<file path="config.mk">
export PLATFORM = sky130hd
export DESIGN_NAME = vga_fb_arbiter
export DESIGN_NICKNAME = d
export VERILOG_FILES = /design/src/rtl/vga_pkg.sv /design/src/rtl/vga_fb_arb_stats.sv /design/src/rtl/vga_fb_arbiter.sv
export SDC_FILE = /design/constraint.sdc
export NUM_CORES = 1
export LEC_CHECK = 0
export BUFFER_PORTS_ARGS = -buffer_cell sky130_fd_sc_hd__buf_2
export CAP_MARGIN = 25
export CORE_ASPECT_RATIO = 0.5
export CORE_MARGIN = 2
export CORE_UTILIZATION = 35
export DETAILED_ROUTE_END_ITERATION = 8
export GPL_ROUTABILITY_DRIVEN = 0
export PLACE_DENSITY = 0.6
export SYNTH_ARGS = -nofsm -noshare
export SYNTH_HDL_FRONTEND = slang
export SYNTH_SLANG_ARGS = --single-unit
</file>
<file path="constraint.sdc">
create_clock -name clk_50 -period 1 [get_ports clk_50]
set_input_delay 0.15 -clock clk_50 [delete_from_list [all_inputs] [get_ports clk_50]]
set_output_delay 0.15 -clock clk_50 [all_outputs]
set_load 0.1 [all_outputs]
</file>
<file path="src/rtl/vga_pkg.sv">
// Shared VGA timing constants and framebuffer geometry defaults for the
// scan-out and arbitration blocks.
package vga_pkg;
  localparam int H_ACTIVE = 640;
  localparam int H_TOTAL  = 800;
  localparam int V_ACTIVE = 480;
  localparam int V_TOTAL  = 525;

  localparam int FB_DEPTH_DEF = H_ACTIVE * V_ACTIVE;
  localparam int ADDR_W_DEF   = 19;
  localparam int DATA_W_DEF   = 1;
endpackage

</file>
<file path="src/rtl/vga_fb_arb_stats.sv">
// Saturating 16-bit event counter used for write-stall statistics.
module vga_fb_arb_stats (
  input  logic        clk,
  input  logic        rst_n,
  input  logic        inc,
  output logic [15:0] cnt
);
  always_ff @(posedge clk or negedge rst_n) begin
    if (!rst_n) begin
      cnt <= '0;
    end else if (inc && (cnt != 16'hFFFF)) begin
      cnt <= cnt + 16'd1;
    end
  end
endmodule

</file>
<file path="src/rtl/vga_fb_arbiter.sv">
// Single-port framebuffer arbiter: display reads have strict priority over
// draw-engine writes. Define VGA_FB_ARB_STATS_EN to add the wr_stall_cnt port.
module vga_fb_arbiter
  import vga_pkg::*;
#(
  parameter int ADDR_W   = ADDR_W_DEF,
  parameter int DATA_W   = DATA_W_DEF,
  parameter int FB_DEPTH = FB_DEPTH_DEF
) (
  input  logic              clk_50,
  input  logic              reset_n,
  input  logic              disp_req,
  input  logic [ADDR_W-1:0] disp_addr,
  output logic [DATA_W-1:0] disp_data,
  output logic              disp_valid,
  input  logic              wr_req,
  input  logic [ADDR_W-1:0] wr_addr,
  input  logic [DATA_W-1:0] wr_data,
  output logic              wr_ready,
  output logic              wr_err,
  output logic              mem_en,
  output logic              mem_we,
  output logic [ADDR_W-1:0] mem_addr,
  output logic [DATA_W-1:0] mem_wdata,
  input  logic [DATA_W-1:0] mem_rdata
`ifdef VGA_FB_ARB_STATS_EN
  ,
  output logic [15:0]       wr_stall_cnt
`endif
);
  // Handshake: a write transfers in any cycle where wr_req && wr_ready;
  // wr_ready is simply the absence of a display request that cycle.
  localparam logic [ADDR_W:0] DEPTH_L = (ADDR_W + 1)'(FB_DEPTH);

  logic       disp_ok;
  logic       wr_ok;
  logic [2:0] trk_v;
  logic [1:0] trk_oor;

  assign wr_ready = !disp_req;
  assign disp_ok  = {1'b0, disp_addr} < DEPTH_L;
  assign wr_ok    = {1'b0, wr_addr} < DEPTH_L;

  // trk_v[0] aligns with the RAM command, trk_v[1] with mem_rdata,
  // trk_v[2] with the registered disp_data.
  assign disp_valid = trk_v[2];

  always_ff @(posedge clk_50 or negedge reset_n) begin
    if (!reset_n) begin
      mem_en    <= 1'b0;
      mem_we    <= 1'b0;
      mem_addr  <= '0;
      mem_wdata <= '0;
      wr_err    <= 1'b0;
      trk_v     <= '0;
      trk_oor   <= '0;
      disp_data <= '0;
    end else begin
      mem_en <= 1'b0;
      mem_we <= 1'b0;
      if (disp_req) begin
        if (disp_ok) begin
          mem_en   <= 1'b1;
          mem_addr <= disp_addr;
        end
      end else if (wr_req) begin
        if (wr_ok) begin
          mem_en    <= 1'b1;
          mem_we    <= 1'b1;
          mem_addr  <= wr_addr;
          mem_wdata <= wr_data;
        end else begin
          wr_err <= 1'b1;
        end
      end
      trk_v     <= {trk_v[1:0], disp_req};
      trk_oor   <= {trk_oor[0], !disp_ok};
      disp_data <= (trk_v[1] && !trk_oor[1]) ? mem_rdata : '0;
    end
  end

`ifdef VGA_FB_ARB_STATS_EN
  vga_fb_arb_stats u_stats (
    .clk   (clk_50),
    .rst_n (reset_n),
    .inc   (wr_req && !wr_ready),
    .cnt   (wr_stall_cnt)
  );
`endif
endmodule

</file>
# Word-level counts from Yosys, hierarchy flattened
# Cells that the tools add are included.
word_totals:
  regBits: 29
  input_bits: 44
  elab_cells: 32
op_classes:
  order_cmp: 2
  eq_ne: 1
  n_mux: 10
  bitwise_logic: 2
  reduce_logical: 9
ops:
  columns: ["op", "count"]
  rows:
  - ["$mux 19", 4]
  - ["$lt 19x19->1 const B", 2]
  - ["$reduce_and 3->1", 3]
  - ["$mux 1", 6]
  - ["$reduce_bool 2->1", 2]
  - ["$logic_not 1->1", 3]
  - ["$ne 2x1->1 const B", 1]
  - ["$not 1->1", 2]
  - ["$logic_and 1x1->1", 1]

# Longest topological paths before layout
# Gate-level depths: netlist of run 1.
depth:
  ltp_word: 4
  depth_mapped: 5
  mapped_depth_nobuf: 3

# Worst setup path before layout of run 1
# No wires, ideal clock.
synth_timing:
  path_type: "input to register"
  start: "input disp_req"
  end: "register mem_addr[1]"
  t_arrival_ps: 1639
  required_ps: 900
  setup_slack_ps: -739
  cell_stages: 4
  n_path_buf: 1
  path_cell_list: "inv_1 -> clkbuf_1 -> a2111oi_0 -> a311oi_1"
synth_via:
  elab_chain_cells: 2
  word_cells_on_any_way: 5
  cone_classes: "eq/ne (1); mux (1); reduce/logical (3)"
synth_rtl:
  columns: ["item", "line", "text"]
  rows:
  - ["start: declaration", "vga_fb_arbiter.sv:12", "input logic disp_req,"]
  - ["$ne 2x1->1 (no source line) / $reduce_bool 2->1 (equally long branches)", null, null]
  - ["$reduce_and 3->1 (no source line)", null, null]
  - ["end signal: assignment", "vga_fb_arbiter.sv:64", "mem_addr <= disp_addr;"]
  - ["end signal: assignment", "vga_fb_arbiter.sv:70", "mem_addr <= wr_addr;"]
  - ["end: declaration", "vga_fb_arbiter.sv:23", "output logic [ADDR_W-1:0] mem_addr,"]
# Parallel ways exist; a longest one is shown, timed or not.
# A chain may end at the register's enable or synchronous reset.

# Worst setup path after layout of run 1
layout_timing:
  start: "input wr_addr[12]"
  end: "register mem_addr[14]"
layout_via:
  elab_chain_cells: 3
layout_rtl:
  columns: ["item", "line", "text"]
  rows:
  - ["start: declaration", "vga_fb_arbiter.sv:17", "input logic [ADDR_W-1:0] wr_addr,"]
  - ["$lt 19x19->1", "vga_fb_arbiter.sv:42", "assign wr_ok = {1'b0, wr_addr} < DEPTH_L;"]
  - ["$reduce_bool 2->1 (no source line)", null, null]
  - ["$reduce_and 3->1 (no source line)", null, null]
# Every way passes these cells.

==> flow_summary.json, run 1 <==
{
  "wl_per_cell_um": 21.4,
  "ys_seq_elements": 29,
  "post-route-period-util": 1.09,
  "synthesis.nets": 186,
  "p_total_mw": 5.26,
  "worst_setup_path_end_kind": "flip-flop",
  "cp-start-kind": "input port",
  "core_area_um2": 4040,
  "firstDrtPassIters": 4,
  "n_antenna_cell": 0,
  "fin_nets": 283,
  "clk_pin_slew_ns": 0.06,
  "setup_ws_ns": -0.0863,
  "grt_max_degree": 18,
  "multi_input_area_um2": 1020,
  "portBuffers": 69,
  "overflow": 0,
  "avgSynthCellArea_um2": 10.8,
  "power_density_nw_per_um2": 1670,
  "arrival_ns": 1.26,
  "grt_pass1_wl_mm": 9.11,
  "finalMaxSlewViolations": 0,
  "numClockSinks": 29,
  "finalSetupViolations": 46,
  "die_w_um": 97.6,
  "grt_use_total": 0.244,
  "worstHoldPathType": "in -> reg",
  "synth_top_family_by_area": "compound AO/OA/AOI/OAI gates",
  "synthCells": 142,
  "viasPerCell": 6.02,
  "ctsLongestPathBuffers": 2,
  "drc": 0,
  "min_period_ns": 1.09,
  "vias": 1770,
  "drt_iter0_drc": 151,
  "grt_pass1_vias": 1793,
  "hold_viol": 0,
  "dieArea_um2": 4950,
  "yosysSeqAreaShare": 0.474,
  "slew_headroom": 0.719,
  "synth_mux_area_frac": 0.00735,
  "fillers": 243,
  "cp_max_fo": 7,
  "hpwl_mm": 3.80,
  "placed_cells": 281,
  "fmax_ghz": 0.921,
  "register_area_um2": 757,
  "violations": "negative setup slack",
  "grt_setup_unrepaired": "true",
  "final_cell_mix": "35 x buf_2, 30 x buf_4, 29 x buf_12, 26 x a2111oi_2, 25 x dfrtp_2",
  "antenna_found_initial": 0,
  "power.leakage_nw": 1.29,
  "fp-row-count": 16,
  "num_io_pins": 70,
  "synth_fa_ha_area_frac": 0,
  "outcome": "finished with violations",
  "synth_compound_area_frac": 0.365,
  "peakVddDrop_mv": 0.984,
  "syn_area_um2": 1530,
  "initial_core_util": 0.379,
  "worstPathRequired_ns": 1.18,
  "yosysUniqueCellTypes": 24,
  "cts_buffers": 5,
  "skew_ns": 0.000824,
  "layout_commonest_cell": "buf_2",
  "cts_root_buffer": "clkbuf_8",
  "synthTopCellsByArea": "dfrtp_1 47%, a2111oi_0 19%, a311oi_1 9.7%",
  "yosysTopAreaCell": "dfrtp_1",
  "synth_top_area_share": 0.474,
  "holdWs_ns": 0.0698,
  "syn_to_final_growth_pct": 106,
  "stdcell_count": 294,
  "drt_wl_total_mm": 6.29,
  "fp.dieH_um": 50.8,
  "synth_xor_area_frac": 0,
  "ant_nets": 0,
  "drive_gt1_frac": 0.817,
  "synthSimpleGateAreaFrac": 0.0343,
  "cts-htree-levels": 2,
  "yosysWarnings": 0,
  "cap_viol_max_count": 0,
  "criticalPathCategory": "in -> reg",
  "preCtsSetupSlack_ns": -0.411,
  "cts_tree": "yes",
  "clk_latency_ns": 0.28,
  "worstMarginPinSlew_ns": 0.420
}
-- critical path, cell delays in order --
cell and delay [ns]:
buf_6 0.09, a21o_1 0.22, a211o_4 0.42, buf_12 0.16, a311oi_2 0.22
-- cells in the mapped netlist, drive strengths merged --
cell type / number
a2111oi: 34
a211o: 3
a211oi: 1
a21o: 2
a311oi: 18
a31oi: 1
a41o: 1
and2: 2
buf: 9
clkbuf: 9
dfrtp: 29
inv: 21
mux2: 1
nand2: 2
nand2b: 1
nor2: 2
nor2b: 1
nor3: 2
o21a: 2
o2bb2ai: 1
-- power breakdown --
| part | internal, mW | switching (mW) | total (mW) | leakage [nW] |
|---|---|---|---|---|
| Sequential | 1.36 | 0.180 | 1.54 | 0.307 |
| Combinational | 1.04 | 1.72 | 2.76 | 0.941 |
| Clock | 0.479 | 0.477 | 0.956 | 0.0439 |
| Total | 2.88 | 2.37 | 5.26 | 1.29 |
-- registers in the layout (all words and copies together), names as in the netlist --
name       count
mem_en         1
mem_we         1
mem_wdata      1
trk_oor        2
mem_addr      19
wr_err         1
disp_data      1
trk_v          3
-- metal layers --
metal	global-route usage	vias up	part of all wire
met5	0	-	0
met4	0.0949	0	0.031
met3	0.0627	19	0.071
met2	0.399	95	0.49
met1	0.316	880	0.41
li1	-	776	-
-- what timing repair did --
action | 4_1_cts | 5_1_grt
resized for setup | 90 | 16
cloned | 1 | 0
hold buffers | 1 | 0
endpoints found under the setup margin | 44 | 45
pin swaps | 4 | 0
hold endpoints to repair | 12 | 0
setup buffers | 2 | 1
-- per-stage QoR --
step           cell area [um2]  setup TNS (ns)   util
2_1_floorplan             1590           -4.09      -
3_3_place_gp              2560           -6.87  0.632
3_5_place_dp              2560           -7.69  0.632
4_1_cts                   3010           -1.13  0.745
5_1_grt                   3150           -2.90  0.778
6_report                  3150           -1.77  0.778
-- path summary, 6_finish.rpt --
check,start,endpoint,slack (ns),cells after the start
max,wr_addr[12],mem_addr[14],-0.09,5
min,mem_rdata,disp_data,0.07,3
max in group asynchronous,reset_n,trk_v[2],0.28,3
max reg2reg,mem_addr[12],mem_addr[12],0.14,3
min reg2reg,trk_v[0],trk_v[1],0.35,0
min in group asynchronous,reset_n,mem_addr[10],0.30,2
-- cell type report --
type                    count  share of cell area
clock buffers               5              0.0219
clock inverters             3             0.00556
inverters                  21              0.0250
multi-input cells          74               0.324
flip-flops and latches     29               0.240
well taps                  54              0.0215
repair buffers            108               0.361
-- logic make-up (layout without fill, tap and decap cells) --
logic type	count (synthesis)	after routing
muxes	1	1
DFF	29	29
AOI/OAI and AO/OA	63	63
and+or+nand+nor	10	10
buffers and inverters	39	137
Power figures use the tool's default switching activity.
==> inputs of run 2 (changes only) <==
--- a/config.mk
+++ b/config.mk
@@ -13,6 +13,7 @@
 export DETAILED_ROUTE_END_ITERATION = 8
 export GPL_ROUTABILITY_DRIVEN = 0
 export PLACE_DENSITY = 0.6
+export SKIP_LAST_GASP = 1
 export SYNTH_ARGS = -nofsm -noshare
 export SYNTH_HDL_FRONTEND = slang
 export SYNTH_SLANG_ARGS = --single-unit
==> run 2 against run 1 <==
The run still ends with negative setup slack left. Global-route usage down 1.2 points. Clock skew down 0.00057 ns. Register-to-register slack got worse by 0.04 ns. Die area unchanged. Largest power group unchanged. Highest routed layer unchanged.
==> flow_summary.json, run 2 (synthesized netlist as in run 1, its figures left out) <==
{
  "outcome": "finished with violations",
  "violations": "negative setup slack",
  "finalSetupViolations": 44,
  "overflow": 0,
  "numClockSinks": 29,
  "criticalPathCategory": "in -> reg",
  "cts_tree": "yes",
  "final_area_um2": 3110,
  "top_regs": "mem_addr x19, trk_v x3, trk_oor x2",
  "multi_input_area_um2": 970,
  "gr-usage-met1": 0.293,
  "post-route-period-util": 1.08,
  "firstDrtPassIters": 4,
  "wl_per_cell_um": 19.7,
  "grtUsageMet2": 0.379,
  "preCtsSetupSlack_ns": -0.411,
  "largest_reg_flops": 19,
  "cp.depth": 5,
  "grt_use_total": 0.233,
  "clk_latency_ns": 0.28,
  "fin_nets": 285,
  "finalSetupTns_ns": -1.69,
  "drt_wl_total_mm": 5.84,
  "worst_setup_path_end_kind": "flip-flop",
  "viasPerCell": 5.82,
  "worstMarginPinSlew_ns": 0.399,
  "path_cells": "buf_2 -> and2_4 -> a211o_1 -> buf_6 -> a311oi_2",
  "worst-path-buf-inv": 2,
  "cts-htree-levels": 2,
  "num_io_pins": 70,
  "cp-endpoint": "mem_addr[12]",
  "setup_ws_ns": -0.0771,
  "drt_iter0_drc": 67,
  "fp.dieH_um": 50.8,
  "grt_pass1_vias": 1779,
  "grt_setup_unrepaired": "true",
  "path_delay_family": "compound AO/OA/AOI/OAI gates",
  "peakVddDrop_mv": 0.968,
  "reg2reg_slack_ns": 0.10,
  "cts_buffers": 5,
  "grt_pass1_wl_mm": 8.72,
  "fillers": 249,
  "reg2reg_from": "mem_addr[12]",
  "worst_r2r_path_depth": 3,
  "initial_core_util": 0.379,
  "dieArea_um2": 4950,
  "worstHoldPathType": "in -> reg",
  "critPathLaunch": "disp_addr[15]",
  "grt.met3_usage": 0.0738,
  "syn_to_final_growth_pct": 103,
  "finalMaxSlewViolations": 0,
  "min_period_ns": 1.08,
  "antenna_found_initial": 0,
  "power.leakage_nw": 1.30,
  "timing.rr.end": "mem_addr[12]",
  "ant_nets": 0,
  "clk_pin_slew_ns": 0.06,
  "max_stage_delay_ns": 0.36,
  "die_w_um": 97.6,
  "top_register": "mem_addr",
  "hold_viol": 0,
  "register_area_um2": 757,
  "drive_gt1_frac": 0.818,
  "vias": 1723,
  "worstPathRequired_ns": 1.18,
  "slew_headroom": 0.733,
  "core_area_um2": 4040,
  "fp-row-count": 16,
  "cp_max_fo": 8,
  "cap_viol_max_count": 0,
  "grt.busiest_layer": "met2",
  "grt_max_degree": 18,
  "postPlaceCellArea_um2": 2560,
  "ctsLongestPathBuffers": 2,
  "skew_ns": 0.000259,
  "cts_root_buffer": "clkbuf_8",
  "hpwl_mm": 3.80,
  "drc": 0,
  "fmax_ghz": 0.928,
  "arrival_ns": 1.26,
  "n_antenna_cell": 0,
  "final_cell_mix": "38 x buf_2, 31 x a2111oi_2, 31 x buf_4, 30 x buf_12, 25 x dfrtp_2",
  "portBuffers": 69,
  "power_density_nw_per_um2": 1680,
  "cp_slowest_cell": "a211o_1",
  "layout_commonest_cell": "buf_2",
  "cp-start-kind": "input port"
}
## run 2: cell count changes in the layout (fill, tap and decap cells not counted), sizes merged
cell / before / now
buf: 107 / 109
## run 2: power breakdown
part | leakage (nW) | total, mW | internal [mW] | switching, mW
logic | 0.946 | 2.73 | 1.04 | 1.69
registers | 0.307 | 1.54 | 1.36 | 0.180
clock network | 0.0439 | 0.957 | 0.479 | 0.478
## run 2: what timing repair did
item / in CTS / in global routing
cloned: 1 / 0
buffers inserted: 2 / 3
resized for setup: 79 / 21
endpoints found under the hold margin: 12 / 0
setup endpoints to repair: 44 / 45
pin swaps: 3 / 0
hold buffers: 1 / 0
## run 2: through the flow
step	utilization	cells	hold slack (ns)	total power, mW
after floorplan	-	142	-0.146	2.90
after global placement	0.632	281	0.0644	3.92
after detailed placement	0.632	281	0.0744	3.95
after CTS	0.732	293	0.0681	5.12
after global routing	0.769	296	0.0764	5.37
final	0.769	296	0.0734	5.23
## run 2: layout make-up
cell class,count,share of cell area
Timing Repair Buffer,110,0.370
Multi-Input combinational cell,74,0.312
Sequential cell,29,0.243
Inverter,21,0.0254
Clock buffer,5,0.0221
Tap cell,54,0.0217
Clock inverter,3,0.00563
## run 2: worst register-to-register path: cells and delay by family, from the launching register on
family | cells | cell delay, ns
AO/OA/AOI/OAI | 1 | 0.24
flip-flops | 1 | 0.39
buffers and inverters | 2 | 0.17
## run 2: routing by layer
layer	vias up	part of all wire
li1	776	-
met1	867	0.42
met2	67	0.49
met3	13	0.071
met4	0	0.024
met5	-	0
## run 2: worst min path at each step
| stage | start | endpoint | slack, ns | cells past startpoint |
|---|---|---|---|---|
| after global routing | mem_rdata | disp_data | 0.08 | 3 |
| after CTS | mem_rdata | disp_data | 0.07 | 3 |
| after detailed placement | reset_n | mem_addr[10] | 0.07 | 1 |
| after floorplan | reset_n | disp_data | -0.15 | 0 |
| final | mem_rdata | disp_data | 0.07 | 3 |
| after global placement | reset_n | mem_addr[10] | 0.06 | 1 |
==> inputs of run 3 (changes only) <==
--- a/config.mk
+++ b/config.mk
@@ -8,11 +8,11 @@
 export BUFFER_PORTS_ARGS = -buffer_cell sky130_fd_sc_hd__buf_2
 export CAP_MARGIN = 25
 export CORE_ASPECT_RATIO = 0.5
-export CORE_MARGIN = 2
 export CORE_UTILIZATION = 35
 export DETAILED_ROUTE_END_ITERATION = 8
 export GPL_ROUTABILITY_DRIVEN = 0
 export PLACE_DENSITY = 0.6
+export RECOVER_POWER = 25
 export SKIP_LAST_GASP = 1
 export SYNTH_ARGS = -nofsm -noshare
 export SYNTH_HDL_FRONTEND = slang
==> run 3 against run 2 <==
Critical path depth is the same. Die area decreased by 5.9%. Routed wire length is 3.2% higher. Combinational power up 1%. First-iteration DRC count up 1.5%. Power is 1.1% higher. Largest cell class is now multi-input combinational cells. Utilization rose by 2.0 points. Clock power is 2% higher. Worst setup slack got worse by 0.022 ns. The flow still finishes with violations (negative setup slack). Sequential share of layout area fell by 0.63 points.
==> flow_summary.json, run 3 (synthesized netlist as in run 1, its figures left out) <==
{
  "outcome": "finished with violations",
  "violations": "negative setup slack",
  "holdWs_ns": 0.0824,
  "max_stage_delay_ns": 0.47,
  "dieArea_um2": 4660,
  "power_density_nw_per_um2": 1660,
  "path_delay_family": "compound AO/OA/AOI/OAI gates",
  "post-route-period-util": 1.10,
  "overflow": 0,
  "worst-path-buf-inv": 2,
  "swShare": 0.456,
  "fp.dieH_um": 48.8,
  "placed_cells": 275,
  "clk_pin_slew_ns": 0.07,
  "ant_nets": 0,
  "largest_reg_flops": 19,
  "drive_gt1_frac": 0.787,
  "criticalPathCategory": "in -> reg",
  "grt_pass1_wl_mm": 7.92,
  "post-route-util": 0.789,
  "fin_nets": 278,
  "grt_max_degree": 30,
  "min_period_ns": 1.10,
  "vias": 1692,
  "grt_use_total": 0.226,
  "firstDrtPassIters": 4,
  "cp_max_fo": 18,
  "drc": 0,
  "arrival_ns": 1.25,
  "stdcell_count": 289,
  "path_cells": "buf_8 -> a21o_1 -> buf_4 -> a2111oi_2 -> a311oi_2",
  "fmax_ghz": 0.910,
  "num_io_pins": 70,
  "numClockSinks": 29,
  "worst_r2r_path_depth": 2,
  "cp-start-kind": "input port",
  "hold_end": "disp_data",
  "n_antenna_cell": 0,
  "p_comb_frac": 0.524,
  "worst_setup_path_end_kind": "flip-flop",
  "initial_core_util": 0.379,
  "fp-row-count": 16,
  "worstMarginPinSlew_ns": 0.442,
  "cap_viol_max_count": 0,
  "cts_tree": "yes",
  "core_area_um2": 4040,
  "hpwl_mm": 3.48,
  "hold_depth": 3,
  "die_w_um": 95.6,
  "top_regs": "mem_addr x19, trk_v x3, trk_oor x2",
  "portBuffers": 69,
  "finalMaxSlewViolations": 0,
  "wl_per_cell_um": 20.8,
  "grt_setup_unrepaired": "true",
  "postPlaceCellArea_um2": 2500,
  "grt_pass1_vias": 1608,
  "p_total_mw": 5.28,
  "peakVddDrop_mv": 0.827,
  "power_frac_seq": 0.292,
  "top_register": "mem_addr",
  "timing.rr.end": "mem_addr[15]",
  "cts_buffers": 5,
  "ctsLongestPathBuffers": 2,
  "antenna_found_initial": 0,
  "hold_viol": 0,
  "power_switching_mw": 2.41,
  "drt_wl_total_mm": 6.02,
  "syn_to_final_growth_pct": 108,
  "skew_ns": 0.000321,
  "layout_commonest_cell": "buf_2",
  "reg2reg_from": "mem_addr[15]",
  "setup_ws_ns": -0.0993,
  "p_int_mw": 2.88,
  "viasPerCell": 5.85,
  "final_area_um2": 3190,
  "final_cell_mix": "38 x buf_2, 28 x buf_12, 25 x dfrtp_2, 23 x buf_4, 20 x inv_1",
  "clk_latency_ns": 0.28,
  "cp_slowest_cell": "a2111oi_2",
  "reg2reg_slack_ns": 0.07,
  "cts_root_buffer": "clkbuf_8",
  "worstPathRequired_ns": 1.15,
  "clockPowerShare": 0.185,
  "finalSetupViolations": 45,
  "slew_headroom": 0.705,
  "worstHoldPathType": "in -> reg",
  "holdCritStartpoint": "mem_rdata",
  "power.leakage_nw": 1.26,
  "cts-htree-levels": 2,
  "drt_iter0_drc": 68
}
[run 3: power by group through the flow]
| stage | Clock, mW | Combinational (mW) | Sequential, mW |
|---|---|---|---|
| final | 0.976 | 2.77 | 1.54 |
| after detailed placement | 0 | 2.36 | 1.56 |
| after global placement | 0 | 2.34 | 1.55 |
| after CTS | 0.951 | 2.47 | 1.54 |
| after global routing | 1.01 | 2.85 | 1.56 |
| after floorplan | 0 | 0.348 | 2.56 |
[run 3: timing repair]
action	CTS	global route
endpoints found under the hold margin	29	0
resized for setup	36	75
hold buffers	1	0
setup endpoints to repair	42	44
buffers inserted	2	3
pin swaps	1	12
[run 3: cell type report]
| class | instances | area [um2] |
|---|---|---|
| Clock buffer | 6 | 72.6 |
| Timing Repair Buffer | 103 | 1080 |
| Multi-Input combinational cell | 74 | 1130 |
| Fill cell | 232 | 852 |
| Tap cell | 54 | 67.6 |
| Clock inverter | 2 | 10.0 |
| Sequential cell | 29 | 757 |
| Inverter | 21 | 78.8 |
[run 3: metal layers]
| layer | part of all wire | vias up | global-route usage |
|---|---|---|---|
| li1 | - | 762 | - |
| met4 | 0.015 | 0 | 0.0721 |
| met3 | 0.055 | 11 | 0.0779 |
| met1 | 0.41 | 849 | 0.295 |
| met5 | 0 | - | 0 |
| met2 | 0.52 | 70 | 0.352 |
[run 3: metrics by stage]
| step | setup slack, ns | setup TNS, ns |
|---|---|---|
| after floorplan | -0.216 | -4.09 |
| final | -0.0993 | -1.90 |
| after global placement | -0.294 | -6.03 |
| after CTS | -0.0472 | -1.13 |
| after detailed placement | -0.421 | -6.99 |
| after global routing | -0.125 | -2.71 |
[run 3: worst max-delay path by stage]
stage,startpoint,endpoint,slack [ns],cells past startpoint
CTS,mem_addr[17],mem_addr[17],-0.05,1
floorplan,wr_addr[12],mem_wdata,-0.22,4
global route,disp_addr[12],mem_addr[6],-0.12,5
detailed placement,disp_addr[17],mem_addr[5],-0.42,5
global placement,wr_addr[12],mem_addr[7],-0.29,5
finish,wr_addr[13],mem_addr[14],-0.1,5
[run 3: tightest hold or removal path: stages]
cell and delay [ns]:
buf_2 0.10, nand2_1 0.05, nor2_1 0.04
